**src/rtl/data_fetch_load.sv**
```systemverilog
// Load-path fetch engine: turns a slot address and dimension into a burst of memory reads and masked matrix rows.
// Latency: first row 2 cycles after start is sampled; FETCH_DONE N+2 cycles after start.
// Backpressure: none; rows stream at one per cycle, and dropping ADDR_START or raising ADDR_RST aborts the burst.
//
// Ports:
//   CLK, RSTN              clock, asynchronous active-low reset
//   DIMEN, ADDRESS         matrix dimension code (N = DIMEN+1) and 4-row slot index
//   ADDR_START, ADDR_RST   run request (level) and synchronous abort/clear
//   FETCH_DONE, BUSY       status back to the control unit
//   MEM_RE, MEM_ADDR       synchronous data-memory read port (data returns one cycle later)
//   MEM_RDATA              read data, element j in bits [8j+7:8j]
//   ROW_VALID, ROW_IDX     row strobe and row number
//   DATA_ROW               read data with elements j >= N forced to zero
module data_fetch_load #(
  parameter int MEM_AW = 8
) (
  input  logic              CLK,
  input  logic              RSTN,
  input  logic [1:0]        DIMEN,
  input  logic [3:0]        ADDRESS,
  input  logic              ADDR_START,
  input  logic              ADDR_RST,
  output logic              FETCH_DONE,
  output logic              BUSY,
  output logic              MEM_RE,
  output logic [MEM_AW-1:0] MEM_ADDR,
  input  logic [31:0]       MEM_RDATA,
  output logic              ROW_VALID,
  output logic [1:0]        ROW_IDX,
  output logic [31:0]       DATA_ROW
);

  typedef enum logic [1:0] {S_IDLE, S_READ, S_DRAIN, S_DONE} state_t;

  state_t     state_q, state_d;
  logic [1:0] cnt_q, cnt_d;
  logic [1:0] dim_q, dim_d;
  logic [3:0] base_q, base_d;
  logic       row_vld_q, row_vld_d;
  logic [1:0] row_idx_q, row_idx_d;
  logic       abort;
  logic [5:0] slot_addr;

  // Withdrawing the start request mid-burst is treated exactly like ADDR_RST.
  assign abort = ADDR_RST ||
                 (!ADDR_START && (state_q == S_READ || state_q == S_DRAIN));

  always_comb begin
    state_d = state_q;
    cnt_d   = cnt_q;
    dim_d   = dim_q;
    base_d  = base_q;
    if (abort) begin
      state_d = S_IDLE;
      cnt_d   = 2'd0;
    end else begin
      case (state_q)
        S_IDLE: begin
          if (ADDR_START) begin
            state_d = S_READ;
            dim_d   = DIMEN;
            base_d  = ADDRESS;
            cnt_d   = 2'd0;
          end
        end
        S_READ: begin
          // CNT may wrap on the last row of an N=4 burst; it is unused until the next start.
          cnt_d = cnt_q + 2'd1;
          if (cnt_q == dim_q) state_d = S_DRAIN;
        end
        S_DRAIN: state_d = S_DONE;
        default: state_d = S_DONE;  // DONE holds until an abort/clear
      endcase
    end
    // A read issued in the abort cycle has its returning data dropped.
    row_vld_d = (state_q == S_READ) && !abort;
    row_idx_d = cnt_q;
  end

  always_ff @(posedge CLK or negedge RSTN) begin
    if (!RSTN) begin
      state_q   <= S_IDLE;
      cnt_q     <= 2'd0;
      dim_q     <= 2'd0;
      base_q    <= 4'd0;
      row_vld_q <= 1'b0;
      row_idx_q <= 2'd0;
    end else begin
      state_q   <= state_d;
      cnt_q     <= cnt_d;
      dim_q     <= dim_d;
      base_q    <= base_d;
      row_vld_q <= row_vld_d;
      row_idx_q <= row_idx_d;
    end
  end

  // Status and memory port decode from registers only.
  assign MEM_RE     = (state_q == S_READ);
  assign BUSY       = (state_q == S_READ) || (state_q == S_DRAIN);
  assign FETCH_DONE = (state_q == S_DONE);
  assign ROW_VALID  = row_vld_q;
  assign ROW_IDX    = row_idx_q;

  // base + CNT stays inside the 4-row slot, so a 6-bit sum never carries.
  assign slot_addr = {base_q, 2'b00} + {4'b0000, cnt_q};

  always_comb begin
    MEM_ADDR = '0;
    if (MEM_RE) MEM_ADDR[5:0] = slot_addr;
  end

  always_comb begin
    DATA_ROW = '0;
    if (row_vld_q) begin
      for (int j = 0; j < 4; j++) begin
        if (2'(j) <= dim_q) DATA_ROW[8*j +: 8] = MEM_RDATA[8*j +: 8];
      end
    end
  end

endmodule

```
**config.mk**
```make
export PLATFORM = sky130hd
export DESIGN_NAME = data_fetch_load
export DESIGN_NICKNAME = d
export VERILOG_FILES = /design/src/rtl/data_fetch_load.sv
export SDC_FILE = /design/constraint.sdc
export NUM_CORES = 1
export LEC_CHECK = 0
export CAP_MARGIN = 20
export CORE_ASPECT_RATIO = 1.2
export CORE_MARGIN = 10
export CORE_UTILIZATION = 29
export CTS_CLUSTER_SIZE = 30
export DETAILED_ROUTE_END_ITERATION = 8
export PLACE_DENSITY_LB_ADDON = 0.2
export SYNTH_ARGS = -nofsm -noshare
export SYNTH_HDL_FRONTEND = slang
export SYNTH_SLANG_ARGS = --single-unit
```
**constraint.sdc**
```tcl
create_clock -name CLK -period 2 [get_ports CLK]
set_input_delay 0.4 -clock CLK [delete_from_list [all_inputs] [get_ports CLK]]
set_output_delay 0.4 -clock CLK [all_outputs]
set_load 0.05 [all_outputs]
```
# After elaboration in Yosys (flattened, before gate mapping)
# Cells that the tools add are included.
# classes
n_eq_ne	6
magnitude_cmp	4
mux	13
n_reduce_logical	11
n_addsub	2
n_bitwise	1
# op_table
op	count
32-bit two-way mux	1
8-bit two-way mux	4
2-bit two-way mux	5
2-bit one-hot mux with 2 select lines	2
6-bit by 2-bit adder with 6-bit output	1
6-bit two-way mux	1
2-bit equality test, second input constant	2
1-bit by 2-bit less-or-equal comparator with 1-bit output, first input constant	2
2-bit less-or-equal comparator, first input constant	2
2-bit AND reduction	2
3-bit by 1-bit inequality test with 1-bit output, second input constant	1
3-bit inequality test, second input constant	1
3-bit AND reduction	1
3-bit nonzero test	1
2-bit by 1-bit adder with 2-bit output, second input constant	1
2-bit by 1-bit equality test with 1-bit output, second input constant	1
2-bit equality test	1
1-bit logical AND	2
1-bit zero test	2
2-bit zero test	1
1-bit logical OR	2
1-bit NOT	1
# word_totals
ff_bits	13

# Depth between registers and ports, before layout
# logic_depth
depth_word	6
depth_mapped	6

# Least setup slack after synthesis
# Ideal clock, no wire load.
# synth_timing
path_kind	register to output
from	register state_q[1]
to	output port MEM_ADDR[5]
slack_ps	38
t_arrival_ps	1562
n_path_buf	0
path_stages_with_launch	4
cell_sequence	dfrtp_1 -> inv_1 -> ha_1 -> and2_1
# synth_via
elab_chain_len	2
# synth_lines
item	line	text
start, declared	35	state_t state_q, state_d;
start signal, assigned	89	state_q <= state_d;
2-bit by 1-bit equality test with 1-bit output	99	assign MEM_RE = (state_q == S_READ);
net MEM_RE	25	output logic MEM_RE,
6-bit two-way mux	110	if (MEM_RE) MEM_ADDR[5:0] = slot_addr;
end, declared	26	output logic [MEM_AW-1:0] MEM_ADDR,
# The timed path passes the listed nets, and every way through them passes these cells.

# Worst setup path in the final report
# layout_timing
from	register state_q[1]
to	output port MEM_ADDR[2]
# layout_via
elab_chain_len	2
# layout_lines
item	line
2-bit by 1-bit equality test with 1-bit output	99
6-bit two-way mux	110
# Every way passes these cells.

==> results summary <==
The number of setup violations in the final report is 0. The remaining design rule violation count came out at 0. The vias after detailed routing came out at 1028. The signal on the critical path passes through inv_1 > ha_2 > and2_1 > buf_12. The post-place setup slack is 0.191 ns. The antenna cell count is 0. The region available for standard cell placement spans between 3000 and 4000 um2.

The synthesized design contains 13 register bits. The count of routing violations after the opening detailed-route iteration is 31. The library cell occupying the most area in the post-synthesis netlist is sky130_fd_sc_hd__dfrtp_1.

The type of the setup path with the least slack is flop to primary output. Yosys attributes the largest share of cell area to sky130_fd_sc_hd__dfrtp_1, sky130_fd_sc_hd__and2_1, sky130_fd_sc_hd__and3_1, sky130_fd_sc_hd__mux2_2, sky130_fd_sc_hd__ha_1. For this run, the slowest stage of the critical path takes roughly 0.40 ns. The power dissipated by switching net loads is 0.00108 W. The number of cells in the finished layout apart from fillers is 216. The summed negative setup slack over all endpoints is 0 ns. The remaining global-route overflow came out at 0. In this run the count of I/O pins placed on the die edge is between 80 and 90. The total iterations of the first detailed-routing run came out at 4.

Measured along the x axis, the die boundary spans 70.8 um. The synthesized instance count is 94. The final clock skew is 0.00130 ns. Among all flip-flop cells after synthesis, the most frequent one is sky130_fd_sc_hd__dfrtp_1. The synthesized area divided by synthesized cell count came out at 9.56 um2. The number of buffers added by the clock tree synthesis step came out at 3.

The filler cells instantiated in the layout total 233. The total number of placement rows is 22. The port buffer count came out at 85. At the pin with the least slew margin, the transition time is 0.577 ns. The part of the power in the clock network is 7.2%. The initial cell density of the core is around 30%.

The combined area of all synthesized cells is between 800 and 900 um2. The die covers 5730 um2. The number of instances in the placed design is 212.

The maximum root-to-sink buffer count came out at 2. TritonCTS built the clock tree. The final setup slack of the worst path is 0.126 ns. The wire length of the first global-routing pass came out at 6.22 mm. The share of post-route cells with drive strength above 1 is 31.7%. The final RePlAce weighted congestion is 0.826. The total number of clock tree sinks came out at 13. The startpoint type of the worst setup path is a flop. The post-detailed-route via-to-cell ratio is 4.76. The run finished with clean final reports. The overall global routing resource usage is 13.5%. For this run, the post-layout net count is 227.

The fraction of registers with async set/reset came out at 100%. The count of nets left with antenna violations once routing finished came out at 0. The number of distinct standard cells referenced by the synthesized netlist is 26. Once layout is complete, the utilization of the core stands at around 73%. The slowest stage cell on the critical path is sky130_fd_sc_hd__dfrtp_1.

The clock-pin slew of the registers on the worst-case setup and hold paths came out at approximately 0.080 ns. The minimum clock period is 1.87 ns. The design internal power came out at 0.00120 W.

Of the post-synthesis cell area, the dominant cell type holds between 30% and 40%. The most common cell in the synthesized netlist is sky130_fd_sc_hd__and2_1. The switching power as a share of total power is 47.3%.

The final worst hold slack came out at 0.484 ns. In this run, synthesis inferred 0 flip-flops with an integrated enable. On the critical path the largest part of the delay comes from flip-flops. The die is around 81 um tall. The required time at the worst-slack endpoint is 1.60 ns. The detailed placement HPWL is 3.61 mm. The maximum clock frequency came out at roughly 530 MHz. The number of warning messages in the yosys log came out at 0. The number of slew-limit violations in the final report is 0. The cell leakage power is approximately 1.0 nW. The total number of H-tree levels came out at 1. In the synthesized netlist, the cells that appear most often are sky130_fd_sc_hd__and2_1, sky130_fd_sc_hd__and3_1, sky130_fd_sc_hd__dfrtp_1, sky130_fd_sc_hd__mux2_2. The synthesis-to-finish area growth came out at 146%. The worst hold path belongs to the class input port to async pin. The number of hold violations in the final report is 0. Clock latency on the worst-skew pair, taken at its later pin, is about 0.28 ns.

The critical path contains buffers and inverters numbering 2 combined. The arrival time at the worst endpoint is roughly 1.5 ns. The peak supply drop is between 1 and 1.5 mV. Setup repair after global routing left no endpoint under its margin.

The fraction of power consumed by sequential logic came out at 21.0%. The wire length after detailed routing is approximately 4.1 mm. The max-cap violation count came out at 0. The clock tree root driver cell is sky130_fd_sc_hd__clkbuf_4. The via count of the first global-routing pass is 1084. The largest fanout on the critical path is 11. The largest net degree at the start of global routing came out at 18. The combinational share of power is 71.8%. The final routed wire length divided by cell count is 18.8 um.

The sequential share of the synthesized area came out at 36.2%. The initial antenna violation count came out at 0. The power per unit of standard cell area came out at 1030 nW/um2. The post-CTS setup repair buffer count is 0. In the finished design, the share of the clock period the worst path needs comes to 93.7%. The worst setup path is captured at a primary output. The worst slew slack as a fraction of its limit is 61.4%.
[flip-flops by register name, summed over array words and instances, names as in the netlist]
| name | flops |
|---|---|
| base_q | 4 |
| ROW_IDX | 2 |
| cnt_q | 2 |
| dim_q | 2 |
| state_q | 2 |
| ROW_VALID | 1 |
[layer usage]
layer  part of all wire [%]  vias up  GRT usage, %
li1                       -      491             -
met3                     12        3          5.85
met5                      0        -             0
met2                     43       71          21.5
met4                   0.72        0          3.49
met1                     44      463          16.2
[worst paths after layout]
kind / startpoint / endpoint / depth (start not counted) / slack, ns
max: state_q[1] / MEM_ADDR[2] / 4 / 0.13
min: RSTN / ROW_VALID / 1 / 0.48
max reg2reg: state_q[0] / state_q[0] / 5 / 0.23
min reg2reg: base_q[2] / base_q[2] / 1 / 0.50
max in group asynchronous: RSTN / dim_q[1] / 1 / 1.11
min in group CLK: base_q[2] / base_q[2] / 1 / 0.50
[layout by cell type (no fill, tap or decap), types with 2 or more instances in the layout]
cell	instances
sky130_fd_sc_hd__a21o_1	2
sky130_fd_sc_hd__buf_4	3
sky130_fd_sc_hd__buf_12	40
sky130_fd_sc_hd__xor2_1	2
sky130_fd_sc_hd__a22o_1	2
sky130_fd_sc_hd__nor2_1	3
sky130_fd_sc_hd__mux2_2	6
sky130_fd_sc_hd__ha_1	3
sky130_fd_sc_hd__clkbuf_4	3
sky130_fd_sc_hd__clkdlybuf4s50_1	43
sky130_fd_sc_hd__inv_1	4
sky130_fd_sc_hd__conb_1	2
sky130_fd_sc_hd__and2_1	23
sky130_fd_sc_hd__and3_1	16
sky130_fd_sc_hd__nand2_1	2
sky130_fd_sc_hd__dfrtp_1	12
[area by class of cell]
| cell class | instances | area, um2 | area share (%) |
|---|---|---|---|
| inverter | 4 | 15.0 | 0.681 |
| multi-input combinational | 73 | 538 | 24.4 |
| sequential | 13 | 327 | 14.8 |
| clock buffer | 3 | 22.5 | 1.02 |
| timing repair buffer | 86 | 1250 | 56.8 |
| clock inverter | 1 | 5.00 | 0.227 |
| tap | 36 | 45.0 | 2.04 |
[stage by stage]
step                area (um2)  total power [W]
global placement          2170          0.00208
detailed placement        2170          0.00212
floorplan                  902          0.00135
global route              2210          0.00240
finish                    2210          0.00228
CTS                       2200          0.00230
[timing repair]
action | CTS | global route
endpoints found under the hold margin | 0 | 0
endpoints found under the setup margin | 1 | 8
resized for setup | 1 | 2
hold buffers | 0 | 0
[worst register-to-register path, stage by stage, from the launching register on]
cell and delay [ns]:
sky130_fd_sc_hd__dfrtp_1 0.43, sky130_fd_sc_hd__inv_1 0.07, sky130_fd_sc_hd__ha_1 0.41, sky130_fd_sc_hd__nor4b_4 0.39, sky130_fd_sc_hd__nor2_1 0.10, sky130_fd_sc_hd__a32o_1 0.27
[logic make-up (layout without fill, tap and decap cells)]
| group | after synthesis | in the layout | synth area share (%) |
|---|---|---|---|
| AND/OR/NAND/NOR | 47 | 47 | 33.4 |
| flip-flops | 13 | 13 | 36.2 |
| AO/OA/AOI/OAI | 12 | 12 | 10.3 |
| buffers and inverters | 9 | 94 | 4.60 |
| multiplexers | 6 | 6 | 7.52 |
| adder cells (fa/ha/maj) | 4 | 4 | 5.57 |
| XOR/XNOR | 2 | 2 | 1.95 |
| other | 1 | 2 | 0.417 |
[power groups by stage]
stage,Sequential [W],Combinational (W),Clock (W)
6_report,0.000479,0.00164,0.000164
4_1_cts,0.000476,0.00165,0.000166
2_1_floorplan,0.000480,0.000872,0
5_1_grt,0.000502,0.00171,0.000188
3_5_place_dp,0.000481,0.00164,0
3_3_place_gp,0.000474,0.00161,0
No activity file was read; power rests on OpenSTA's default activity.
